### src/rtl/fetch_stream.sv
// fetch_stream: in-order instruction fetch stage between PC/predictor and decode.
// Latency: a cache response is visible on fetch_o the cycle after it returns.
// Backpressure: credit-limited issue (live entries + owed drops <= DEPTH);
//   fetch_o holds until fetch_o_ready, and fetch_data is always accepted.
// Ports:
//   clk, rstn (sync, active-low)
//   redirect_valid/redirect_pc          flush and restart fetch
//   fetch_addr_valid/ready, fetch_addr  request channel to I-cache
//   fetch_data_valid, fetch_data        in-order cache responses
//   fetch_data_ready                    tied high
//   pred_pc -> pred_pcnext              combinational next-pc prediction
//   fetch_o_valid/ready, fetch_o_pc/data/pnext  entries delivered to decode
module fetch_stream #(
  parameter int XLEN = 64,
  parameter int ILEN = 32,
  parameter int DEPTH = 4,
  parameter logic [XLEN-1:0] RESET_PC = 64'h8000_0000
) (
  input  logic            clk,
  input  logic            rstn,
  input  logic            redirect_valid,
  input  logic [XLEN-1:0] redirect_pc,
  output logic            fetch_addr_valid,
  input  logic            fetch_addr_ready,
  output logic [XLEN-1:0] fetch_addr,
  input  logic            fetch_data_valid,
  input  logic [ILEN-1:0] fetch_data,
  output logic            fetch_data_ready,
  output logic [XLEN-1:0] pred_pc,
  input  logic [XLEN-1:0] pred_pcnext,
  output logic            fetch_o_valid,
  input  logic            fetch_o_ready,
  output logic [XLEN-1:0] fetch_o_pc,
  output logic [ILEN-1:0] fetch_o_data,
  output logic [XLEN-1:0] fetch_o_pnext
);

  localparam int IW = $clog2(DEPTH);
  localparam int PW = IW + 1;             // pointer with wrap bit
  localparam int DW = $clog2(DEPTH + 1);  // drop counter holds 0..DEPTH
  localparam int SW = PW + 1;             // occ + drop_cnt without overflow

  logic [XLEN-1:0] pc_q;
  logic [PW-1:0]   head, fill, tail;
  logic [DW-1:0]   drop_cnt;

  logic [XLEN-1:0] ent_pc   [DEPTH];
  logic [XLEN-1:0] ent_pn   [DEPTH];
  logic [ILEN-1:0] ent_data [DEPTH];
  logic [DEPTH-1:0] ent_filled;

  logic [PW-1:0] occ, pend;
  logic [SW-1:0] credit_sum;
  logic [IW-1:0] head_idx, fill_idx, tail_idx;
  logic          issue, pop, resp_live, resp_drop;
  logic [SW-1:0] redirect_drop;

  assign occ        = tail - head;
  assign pend       = tail - fill;
  assign credit_sum = SW'(occ) + SW'(drop_cnt);
  assign head_idx   = head[IW-1:0];
  assign fill_idx   = fill[IW-1:0];
  assign tail_idx   = tail[IW-1:0];

  // Credits count both live entries and responses still owed for flushed
  // requests, so every response that can arrive has a slot or a drop slot.
  assign fetch_addr_valid = rstn && !redirect_valid && (credit_sum < SW'(DEPTH));
  assign fetch_addr       = pc_q;
  assign pred_pc          = pc_q;
  assign fetch_data_ready = 1'b1;

  assign fetch_o_valid = rstn && !redirect_valid && (occ != '0) && ent_filled[head_idx];
  assign fetch_o_pc    = ent_pc[head_idx];
  assign fetch_o_data  = ent_data[head_idx];
  assign fetch_o_pnext = ent_pn[head_idx];

  assign issue     = fetch_addr_valid && fetch_addr_ready;
  assign pop       = fetch_o_valid && fetch_o_ready;
  assign resp_drop = fetch_data_valid && (drop_cnt != '0);
  assign resp_live = fetch_data_valid && (drop_cnt == '0);

  // A response in the redirect cycle belongs to the old stream: it either
  // consumes one owed drop or one of the pending live entries being flushed.
  assign redirect_drop = SW'(drop_cnt) + SW'(pend) - SW'(fetch_data_valid);

  always_ff @(posedge clk) begin
    if (!rstn) begin
      pc_q       <= RESET_PC;
      head       <= '0;
      fill       <= '0;
      tail       <= '0;
      drop_cnt   <= '0;
      ent_filled <= '0;
    end else if (redirect_valid) begin
      pc_q       <= redirect_pc;
      head       <= tail;
      fill       <= tail;
      drop_cnt   <= DW'(redirect_drop);
      ent_filled <= '0;
    end else begin
      if (issue) begin
        pc_q                 <= pred_pcnext;
        tail                 <= tail + 1'b1;
        ent_filled[tail_idx] <= 1'b0;
      end
      if (resp_drop) begin
        drop_cnt <= drop_cnt - 1'b1;
      end
      if (resp_live) begin
        ent_filled[fill_idx] <= 1'b1;
        fill                 <= fill + 1'b1;
      end
      if (pop) begin
        ent_filled[head_idx] <= 1'b0;
        head                 <= head + 1'b1;
      end
    end
  end

  // Entry payload needs no reset; the filled bits qualify it.
  always_ff @(posedge clk) begin
    if (rstn && !redirect_valid) begin
      if (issue) begin
        ent_pc[tail_idx] <= pc_q;
        ent_pn[tail_idx] <= pred_pcnext;
      end
      if (resp_live) begin
        ent_data[fill_idx] <= fetch_data;
      end
    end
  end

  // A live response with nothing pending means the cache broke ordering.
  always @(posedge clk) begin
    if (rstn && fetch_data_valid) begin
      assert (drop_cnt != '0 || pend != '0);
    end
  end

endmodule

### config.mk
export PLATFORM = sky130hd
export DESIGN_NAME = fetch_stream
export DESIGN_NICKNAME = d
export VERILOG_FILES = /design/src/rtl/fetch_stream.sv
export SDC_FILE = /design/constraint.sdc
export NUM_CORES = 1
export LEC_CHECK = 0
export ABC_AREA = 1
export ABC_CLOCK_PERIOD_IN_PS = 6950
export BUFFER_PORTS_ARGS = -buffer_cell sky130_fd_sc_hd__buf_4
export CAP_MARGIN = 20
export CORE_ASPECT_RATIO = 0.6
export CORE_UTILIZATION = 35
export DETAILED_ROUTE_END_ITERATION = 6
export PLACE_DENSITY = 0.66
export SLEW_MARGIN = 15
export SYNTH_ARGS = -nofsm -noshare
export SYNTH_HDL_FRONTEND = slang
export SYNTH_SLANG_ARGS = --single-unit
### constraint.sdc
create_clock -name clk -period 6.95 [get_ports clk]
set_clock_uncertainty 0.2 [all_clocks]
set_input_delay 0.695 -clock clk [delete_from_list [all_inputs] [get_ports clk]]
set_output_delay 0.695 -clock clk [all_outputs]
set_load 0.05 [all_outputs]
==> out/metrics.cfg, run 1 <==
[outcome]
status = finished, final reports clean

[cells_and_area]
fin_area_sq_um = 34600
nets = 2828
diodes = 0
multi_input_area_sq_um = 6340
syn_to_final_growth_pct = 21.4
layout-drive-gt1-share_pct = 24.3
fillCellCount = 7341
ff_latch_area_sq_um = 20900

[clocking]
ctsResizeCount = 0
insertion_delay_ns = 0.61
clk_path_buf_depth = 3
cts_setup_buffers = 0
cts_buffers = 71
holdBufCountCts = 0
clk_pin_slew_ns = 0.06
root_buffer = clkbuf_16
clkSinkCount = 722
cts_tree = done
ctsHtreeMaxLevel = 3

[timing]
fmax_mhz = 229
tightest_slew_ns = 0.984
rsz0062_at_grt = false
fin_tns_setup_ns = 0
fin_hold_ws_ns = 0.0839
report.final.hold_viol_count = 0
setup_viol = 0
slew_headroom_pct = 34.4
period_share_pct = 62.9
slew_violations = 0
min_period_ns = 4.37

[place]
placed_cell_area_sq_um = 32400
hpwl_mm = 47.2
portBuffers = 455
place_congestion = 0.832

[drt]
wl_met3_mm = 5.66
wl_met2_mm = 34.0
ant_nets = 0
topRoutingLayerUsed = met5
drt_iter0_drc = 1763
vias = 18800
totalWireLength_mm = 77.9
vias_per_cell = 5.00
avgRoutedWirePerCell_um = 20.7
drcViolationCount = 0
m1WireLength_mm = 36.8
dr.pass1.iters = 5

[pwr]
power.density_nw_per_um2 = 296
ir_drop_mv = 0.139
p_leak_uw = 0.0128

[worst_setup_path]
slowest_delay_ns = 0.76
cpMostUsedCell = inv_1
cp_slowest_cell = inv_6
path_class = flop to flop
cp_top_family = buffers and inverters
cp.required_ns = 7.00
crit_chain = inv_1, ha_1, inv_1, fa_1, inv_1, nand2_1, nand3_1, nand2_1, ha_1, nor3_1, nand2_2, a21oi_4, nand3_1, inv_6, buf_4
end_kind = flop
start_kind = flop
crit_buf_inv = 5
critPathMaxFanout = 84
arrival_ns = 4.41

[floorplan]
ioPinCount = 457
coreArea_sq_um = 80000
rows = 80
dieArea_sq_um = 82600
die_x_um = 370
initial_core_util_pct = 35.6
die_h_um = 223

[grt]
grt_pass1_vias = 17500
track_usage_pct = 18.3
antenna_found_initial = 4
grt_max_degree = 173
grt_pass1_wl_mm = 114
gr-total-overflow = 0

[yosys]
synth.avg_cell_area_sq_um = 12.4
yosysSeqAreaShare_pct = 73.2
synth-seq-cells = 722
synthCells = 2295
synthDistinctLibCells = 32
syn-cell-area_sq_um = 28500
syn_nets = 2484
yosys_warnings = 0

[hold_path]
min_path_type = input pin to flop

[flow_run]
maxCapViolCount = 0

layout by cell type (no fill, tap or decap), types with 2 or more instances in the layout:
cell | Yosys | final
a21oi_1 | 10 | 10
a31oi_1 | 2 | 2
buf_12 | 0 | 3
buf_4 | 65 | 474
bufinv_16 | 0 | 2
clkbuf_1 | 119 | 14
clkbuf_16 | 0 | 74
clkbuf_8 | 0 | 2
clkinv_1 | 0 | 14
clkinv_2 | 1 | 13
clkinvlp_4 | 0 | 6
dfxtp_1 | 82 | 80
dfxtp_4 | 0 | 2
edfxtp_1 | 640 | 640
fa_1 | 5 | 5
ha_1 | 18 | 18
inv_1 | 43 | 37
inv_4 | 0 | 2
inv_6 | 1 | 10
nand2_1 | 246 | 246
nand2_2 | 4 | 3
nand3_1 | 19 | 19
nor2_1 | 396 | 396
nor2_2 | 59 | 59
o21ai_0 | 341 | 341
o21ai_1 | 50 | 50
o22ai_1 | 160 | 160
xnor2_1 | 2 | 2
xor2_1 | 3 | 3
sequential cells by signal, indices dropped and copies added (netlist names), named ones only:
register    cells
drop_cnt        3
ent_data      128
ent_filled      4
ent_pc        256
ent_pn        256
fetch_addr     64
fill            3
head            3
tail            3
synthesized netlist by cell type:
master	number	area, sq um
ha_1	18	225
xor2_1	3	26.3
conb_1	1	3.75
clkbuf_2	1	5.00
inv_2	1	3.75
a211oi_1	1	7.51
buf_6	12	135
inv_1	43	161
buf_2	2	10.0
and2_1	1	6.26
nand2_2	4	25.0
inv_6	1	8.76
fa_1	5	100
o21ai_0	341	1710
nor2_1	396	1490
a21oi_1	10	50.1
nor2_2	59	369
clkinv_2	1	5.00
buf_1	7	26.3
o21ai_1	50	250
nor3_1	1	5.00
nand3_1	19	95.1
nand4_1	1	6.26
clkbuf_1	119	447
dfxtp_1	82	1640
o22ai_1	160	1000
a21oi_4	1	16.3
xnor2_1	2	17.5
edfxtp_1	640	19200
a31oi_1	2	12.5
nand2_1	246	923
buf_4	65	488
report_power, final:
part | total, uW | switching, uW | internal (uW) | leakage (uW)
Sequential | 4960 | 111 | 4840 | 0.00649
Clock | 3700 | 1640 | 2060 | 0.00107
Combinational | 1590 | 1160 | 436 | 0.00520
Total | 10300 | 2910 | 7340 | 0.0128
metrics by stage:
stage          setup WS (ns)  util, %  power [uW]  instances
2_1_floorplan           1.35        -        6100       2295
3_3_place_gp            2.60     40.5        6630       3632
3_5_place_dp            2.57     40.5        6650       3632
4_1_cts                 2.55     43.2       10300       3763
5_1_grt                 2.21     43.2       10600       3763
6_report                2.58     43.2       10300       3763
metal layers:
layer | global-route usage [%] | vias to the layer above
met3 | 3.95 | 100
met1 | 27.4 | 9226
met5 | 0 | -
li1 | - | 8839
met2 | 26.9 | 646
met4 | 4.33 | 6
worst paths after layout:
kind,startpoint,endpoint,slack (ns),cells past startpoint
setup reg to reg,tail[0]$_SDFFE_PN0P_,ent_pn[3][50]$_DFFE_PP_,2.58,15
hold / removal,fetch_data[7],ent_data[3][7]$_DFFE_PP_,0.08,1
setup / recovery,tail[0]$_SDFFE_PN0P_,ent_pn[3][50]$_DFFE_PP_,2.58,15
hold reg to reg,fill[1]$_SDFFE_PN0P_,fill[1]$_SDFFE_PN0P_,0.34,2
kinds of logic after synthesis:
| kind of cell | after synthesis | synth area share, % |
|---|---|---|
| AO/OA/AOI/OAI | 565 | 10.7 |
| XOR/XNOR | 5 | 0.154 |
| adder cells (fa/ha/maj) | 23 | 1.14 |
| buffers and inverters | 252 | 4.53 |
| flip-flops | 722 | 73.2 |
| other | 1 | 0.0132 |
| AND/OR/NAND/NOR | 727 | 10.2 |
cell type report:
type / count / area share (%)
Sequential cell: 722 / 60.3
Multi-Input combinational cell: 1321 / 18.3
Timing Repair Buffer: 477 / 10.5
Clock buffer: 90 / 5.59
Tap cell: 1066 / 3.86
Clock inverter: 41 / 0.828
Inverter: 46 / 0.611
No activity file was read; power rests on OpenSTA's default activity.
==> run 2, diff against run 1 <==
ABC_AREA = 0   (was 1)
ABC_CLOCK_PERIOD_IN_PS = 4300   (was 6950)
clock period = 4.3 ns   (was 6.95 ns; I/O delays follow)
==> run 2 against run 1 <==
Compared with the run above: design area grew 3.8%; maximum frequency rose by 12%; critical path depth decreased by 5; wire length is 12% lower; sequential share of layout area decreased by 2.2 points; via count down 19%; worst setup slack worse by 2.2 ns; first-iteration DRC count down 34%; clock power up 69%; utilization up 3.0 points; global-route usage is 1.4 points lower; sequential power increased by 62%; critical endpoint is now ent_pn[1][49]$_DFFE_PP_.
==> out/metrics.cfg, run 2 <==
[hold_path]
min-delay-start = redirect_pc[56]
min_path_cells = 3  ; +2
min_to = fetch_addr[56]$_SDFFE_PN0P_
min_path_type = input pin to flop

[worst_setup_path]
crit_start = tail[0]$_SDFFE_PN0P_
end_kind = flop
path_class = flop to flop
crit_buf_inv = 3  ; -2
slowest_delay_ns = 0.61  ; -0.15 ns
cp_top_family = simple AND/OR/NAND/NOR gates
start_kind = flop
r2r-start = tail[0]$_SDFFE_PN0P_
reg2reg_depth = 10  ; -5
r2r_end = ent_pn[1][49]$_DFFE_PP_
arrival_ns = 3.95  ; -0.46 ns
critPathMaxFanout = 42  ; -50%
crit_chain = inv_4, ha_4, inv_2, fa_2, xnor3_1, ha_1, or4b_4, or4b_4, nor2_4, buf_12
cp_slowest_cell = or4b_4
rrSetupSlack_ns = 0.41  ; -2.17 ns
cp.required_ns = 4.37  ; -2.63 ns
cpMostUsedCell = or4b_4

[grt]
grt_max_degree = 72  ; -58%
antenna_found_initial = 1  ; -3
use_met2_pct = 27.5  ; +0.61 points
grt_pass1_vias = 15800  ; -9.9%
met1_usage_pct = 22.5  ; -4.9 points
busiest_layer = met2
gr-total-overflow = 0  ; unchanged
track_usage_pct = 16.9  ; -1.4 points
grt_pass1_wl_mm = 99.4  ; -13%
met3_usage_pct = 4.21  ; +0.26 points

[drt]
avgRoutedWirePerCell_um = 22.1  ; +6.7%
dr.pass1.iters = 5  ; unchanged
drcViolationCount = 0  ; unchanged
vias = 15300  ; -19%
ant_nets = 0  ; unchanged
drt_iter0_drc = 1157  ; -34%
totalWireLength_mm = 68.3  ; -12%
vias_per_cell = 4.95  ; -0.96%

[yosys]
ys.flop_type = edfxtp_1
syn-cell-area_sq_um = 27500  ; -3.6%
synth_top_area_share_pct = 70.0  ; +2.5 points
synthCells = 1408  ; -39%
yosysSeqAreaShare_pct = 76.0  ; +2.7 points
yosys_warnings = 0  ; unchanged
synthTopCellsByCount = edfxtp_1 (640), mux4_2 (161), nor3_1 (123)
synthDistinctLibCells = 46  ; +44%
synth_top_area_cell = edfxtp_1
syn_nets = 1597  ; -36%
synth.avg_cell_area_sq_um = 19.5  ; +57%
yosysMostFrequentCell = edfxtp_1
synth-seq-cells = 722  ; unchanged
yosys-top-cells-area = edfxtp_1 (70%), mux4_2 (13%), dfxtp_1 (6.0%), nor3_1 (2.2%), buf_4 (1.9%)
synth_async_sr_flop_share_pct = 0  ; unchanged
synth-edff-count = 640  ; unchanged

[timing]
rsz0062_at_grt = false
setup_viol = 0  ; unchanged
fmax_mhz = 257  ; +12%
tightest_slew_ns = 1.17  ; +0.189 ns
period_share_pct = 90.4  ; +28 points
fin_hold_ws_ns = 0.0399  ; -0.0439 ns
setup_slack_ns = 0.411  ; -2.17 ns
slew_violations = 0  ; unchanged
report.final.hold_viol_count = 0  ; unchanged
min_period_ns = 3.89  ; -0.481 ns
fin_tns_setup_ns = 0  ; unchanged
slew_headroom_pct = 21.8  ; -13 points

[cells_and_area]
layout-drive-gt1-share_pct = 38.2  ; +14 points
nets = 2171  ; -23%
reg_top3 = ent_pc (256), ent_pn (256), ent_data (128)
syn_to_final_growth_pct = 30.7
layout_commonest_cell = edfxtp_1
final_cell_mix = edfxtp_1 (640), buf_4 (465), mux4_2 (161), dlygate4sd3_1 (159), nor3_1 (123)
fin_cells = 3093  ; -18%

[floorplan]
die_x_um = 364  ; -1.8%
coreArea_sq_um = 77600  ; -3.0%
initial_core_util_pct = 35.4  ; -0.22 points
dieArea_sq_um = 79600  ; -3.5%
rows = 79  ; -1.3%
ioPinCount = 457  ; unchanged
die_h_um = 219  ; -1.8%

[pwr]
power.density_nw_per_um2 = 467  ; +57%
p_leak_uw = 0.0123  ; -3.3%
power_uw = 16700  ; +63%
ir_drop_mv = 0.273  ; +96%

[clocking]
insertion_delay_ns = 0.61  ; about the same
ctsResizeCount = 0  ; unchanged
clk_pin_slew_ns = 0.06  ; about the same
clkSinkCount = 722  ; unchanged
root_buffer = clkbuf_16
cts_tree = done
ctsHtreeMaxLevel = 3  ; unchanged
cts_buffers = 69  ; -2.8%
clk_path_buf_depth = 3  ; unchanged

[place]
place_inst = 2805  ; -23%
pre_cts_slack_ns = 0.436  ; -2.14 ns
portBuffers = 455  ; unchanged
place_congestion = 0.770  ; -7.5%
hpwl_mm = 41.3  ; -12%

[flow_run]
maxCapViolCount = 0  ; unchanged

[outcome]
status = finished, final reports clean

run 2: cell count changes after synthesis, sizes merged, moves of 13 or more:
cell | before | now
clkbuf | 120 | 41
nor2 | 455 | 70
mux4 | 0 | 161
o22ai | 160 | 1
nand2 | 250 | 22
nor3 | 1 | 124
buf | 86 | 99
o21ai | 391 | 70
nand3 | 19 | 0
inv | 45 | 19
run 2: logic make-up after synthesis:
family          count (synthesis)  share of synthesized area, %
buf+inv                       160                          3.20
compound gates                 90                          1.81
xor+xnor                       11                         0.401
fa+ha+maj                      23                          1.18
simple gates                  236                          4.08
flops                         722                          76.0
mux                           165                          13.4
other cells                     1                        0.0137
run 2: cell type report:
cell class | count | area [sq um]
Inverter | 20 | 78.8
Multi-Input combinational cell | 526 | 5790
Tap cell | 1053 | 1320
Antenna cell | 2 | 5.00
Fill cell | 6501 | 41700
Clock buffer | 92 | 1890
Clock inverter | 35 | 470
Timing Repair Buffer | 643 | 5460
Sequential cell | 722 | 20900
run 2: metrics by stage:
| step | utilization [%] | cell area (sq um) |
|---|---|---|
| 3_5_place_dp | 41.2 | 31900 |
| 3_3_place_gp | 41.2 | 31900 |
| 5_1_grt | 46.3 | 35900 |
| 6_report | 46.3 | 35900 |
| 2_1_floorplan | - | 27500 |
| 4_1_cts | 46.3 | 35900 |
run 2: worst max-delay path by stage:
| stage | to | slack, ns | cells past startpoint |
|---|---|---|---|
| after floorplan | ent_filled[3]$_SDFF_PP0_ | -2.42 | 10 |
| after global placement | ent_pn[2][37]$_DFFE_PP_ | 0.48 | 10 |
| after detailed placement | ent_pc[1][40]$_DFFE_PP_ | 0.44 | 10 |
| after CTS | ent_pc[1][63]$_DFFE_PP_ | 0.39 | 10 |
| after global routing | ent_pc[1][63]$_DFFE_PP_ | 0.30 | 10 |
| final | ent_pn[1][49]$_DFFE_PP_ | 0.41 | 10 |
run 2: tightest hold or removal path, cell delays in order:
cell	delay [ns]
buf_4	0.08
o21ai_0	0.14
nor3_1	0.15
run 2: power by group:
part           internal (uW)  switching (uW)
Clock                   3550            2710
Combinational            860            1590
Sequential              7870             172
Total                  12300            4470
run 2: timing repair:
| action | CTS | global route |
|---|---|---|
| hold buffers | 159 | 0 |
| endpoints found under the hold margin | 448 | 0 |
| setup buffers | 0 | 0 |
run 2: metal layers:
metal  vias up  share of wire [%]
met3        99                6.8
met1      7979                 43
met5         -                  0
li1       6704                  -
met4         0                2.0
met2       536                 48
==> run 3, diff against run 2 <==
BUFFER_PORTS_ARGS = not set   (was -buffer_cell sky130_fd_sc_hd__buf_4)
CELL_PAD_IN_SITES_DETAIL_PLACEMENT = 1   (was not set)
CELL_PAD_IN_SITES_GLOBAL_PLACEMENT = 1   (was not set)
DONT_BUFFER_PORTS = 1   (was not set)
PLACE_DENSITY = 0.67   (was 0.66)
==> run 3 against run 2 <==
Compared with the run above: design area is 8.1% lower; wire length increased by 1.7%; total power down 3.2%; critical path type unchanged; critical path depth increased by 2; sequential share of layout area up 5.1 points; register-to-register slack worse by 0.27 ns; utilization fell by 3.8 points; die area is the same; clock-buffer cell count rose by 5; combinational power shrank 27%; sequential power rose by 3.7%.
==> out/metrics.cfg, run 3 (synthesis results as in run 2) <==
[worst_setup_path]
end_kind = flop
cp.required_ns = 4.60  ; +0.23 ns
path_class = flop to flop
cp_top_family = simple AND/OR/NAND/NOR gates
critPathMaxFanout = 51  ; +21%
start_kind = flop
arrival_ns = 4.46  ; +0.51 ns
cpMostUsedCell = or4b_4
path_depth = 12  ; +2
cp_slowest_cell = or4b_4
crit_chain = inv_4, ha_4, inv_2, fa_2, xnor3_1, ha_1, or4b_4, or4b_4, buf_6, nor3_2, a311oi_2, dlygate4sd3_1
slowest_delay_ns = 0.63  ; +0.02 ns
reg2reg_depth = 12  ; +2
crit_buf_inv = 4  ; +1

[grt]
grt_pass1_vias = 14500  ; -8.3%
gr-total-overflow = 0  ; unchanged
grt_max_degree = 70  ; -2.8%
antenna_found_initial = 4  ; +3
track_usage_pct = 17.0  ; +0.15 points
grt_pass1_wl_mm = 98.9  ; -0.46%

[clocking]
ctsHtreeMaxLevel = 3  ; unchanged
root_buffer = clkbuf_16
clk_path_buf_depth = 3  ; unchanged
cts_tree = done
clk_pin_slew_ns = 0.06  ; about the same
clkSinkCount = 722  ; unchanged
insertion_delay_ns = 0.62  ; about the same
cts_buffers = 70  ; +1.4%
cts_setup_buffers = 0  ; unchanged

[timing]
rsz0062_at_grt = false
slew_headroom_pct = 21.0  ; -0.76 points
fin_hold_ws_ns = 0.0652  ; +0.0253 ns
tightest_slew_ns = 1.18  ; +0.00978 ns
slew_violations = 0  ; unchanged
fin_tns_setup_ns = 0  ; unchanged
period_share_pct = 96.7  ; +6.3 points
fmax_mhz = 241  ; -6.5%
setup_viol = 0  ; unchanged
report.final.hold_viol_count = 0  ; unchanged
min_period_ns = 4.16  ; +0.269 ns

[floorplan]
initial_core_util_pct = 35.4  ; unchanged
die_h_um = 219  ; unchanged
ioPinCount = 457  ; unchanged
coreArea_sq_um = 77600  ; unchanged
dieArea_sq_um = 79600  ; unchanged
die_x_um = 364  ; unchanged
rows = 79  ; unchanged

[cells_and_area]
fillCellCount = 7358  ; +13%
nets = 1763  ; -19%
layout_commonest_cell = edfxtp_1
fin_cells = 2688  ; -13%
reg_top3 = ent_pc (256), ent_pn (256), ent_data (128)
fin_area_sq_um = 33000  ; -8.1%
layout-drive-gt1-share_pct = 21.1  ; -17 points
final_cell_mix = edfxtp_1 (640), dlygate4sd3_1 (177), mux4_2 (161), nor3_1 (122), dfxtp_1 (77)
syn_to_final_growth_pct = 20.1

[drt]
vias_per_cell = 5.14  ; +3.7%
dr.pass1.iters = 5  ; unchanged
totalWireLength_mm = 69.5  ; +1.7%
drcViolationCount = 0  ; unchanged
avgRoutedWirePerCell_um = 25.8  ; +17%
drt_iter0_drc = 944  ; -18%
vias = 13800  ; -9.9%
ant_nets = 0  ; unchanged

[pwr]
power.density_nw_per_um2 = 491  ; +5.3%
p_leak_uw = 0.0104  ; -16%
ir_drop_mv = 0.241  ; -11%

[place]
hpwl_mm = 39.9  ; -3.5%
place_congestion = 0.787  ; +2.3%
place_inst = 2355  ; -16%
placed_cell_area_sq_um = 28500  ; -11%
portBuffers = 0  ; -100%

[outcome]
status = finished, final reports clean

[hold_path]
min_path_cells = 3  ; unchanged
min_path_type = input pin to flop

[flow_run]
maxCapViolCount = 0  ; unchanged

[run 3: cell types whose count changed in the layout (fill, tap and decap cells not counted), sizes merged]
cell / delta
buf: -431
dlygate4sd3: +18
clkbuf: +9
bufinv: -3
clkinvlp: +1
diode: +1
[run 3: path summary, 6_finish.rpt]
check                             startpoint                          end  slack, ns
hold reg to reg   fetch_addr[6]$_SDFFE_PN0P_       ent_pc[2][6]$_DFFE_PP_       0.36
setup / recovery        tail[0]$_SDFFE_PN0P_  fetch_addr[31]$_SDFFE_PN1P_       0.14
setup reg to reg        tail[0]$_SDFFE_PN0P_  fetch_addr[31]$_SDFFE_PN1P_       0.14
hold / removal                redirect_valid     drop_cnt[0]$_SDFFE_PN0P_       0.07
[run 3: cell type report]
| cell class | count | area (sq um) | area share (%) |
|---|---|---|---|
| diodes | 3 | 7.51 | 0.0228 |
| clock buffers | 97 | 1900 | 5.77 |
| clock inverters | 33 | 383 | 1.16 |
| inverters | 20 | 78.8 | 0.239 |
| multi-input cells | 526 | 5800 | 17.6 |
| flip-flops and latches | 722 | 20900 | 63.3 |
| well taps | 1053 | 1320 | 3.99 |
| repair buffers | 234 | 2620 | 7.95 |
[run 3: metal layers]
metal,GRT usage (%),vias up,wire (um),share of wire [%]
met3,5.20,108,4700,6.8
met1,22.2,7378,29200,42
met2,27.4,401,33800,49
met5,0,-,13,0.019
met4,5.06,2,1670,2.4
li1,-,5915,-,-
[run 3: stage by stage]
stage	setup WS, ns	utilization (%)	power [uW]
2_1_floorplan	-2.42	-	9740
3_3_place_gp	0.493	36.7	9960
3_5_place_dp	0.441	36.7	9990
4_1_cts	0.0215	42.0	16300
5_1_grt	0.0203	42.5	16700
6_report	0.143	42.5	16200
[run 3: tightest hold or removal path, cell delays in order]
cell,delay (ns)
buf_16,0.21
nand2_1,0.10
a21oi_1,0.06
[run 3: what timing repair did]
action,CTS,global route
setup endpoints to repair,0,15
hold buffers,179,0
hold endpoints to repair,466,0
gates resized for setup,0,1
[run 3: where the power goes]
part,total (uW),internal [uW],switching [uW],leakage [uW]
Combinational,1780,550,1230,0.00279
Sequential,8340,7870,469,0.00649
Clock,6090,3360,2720,0.00109
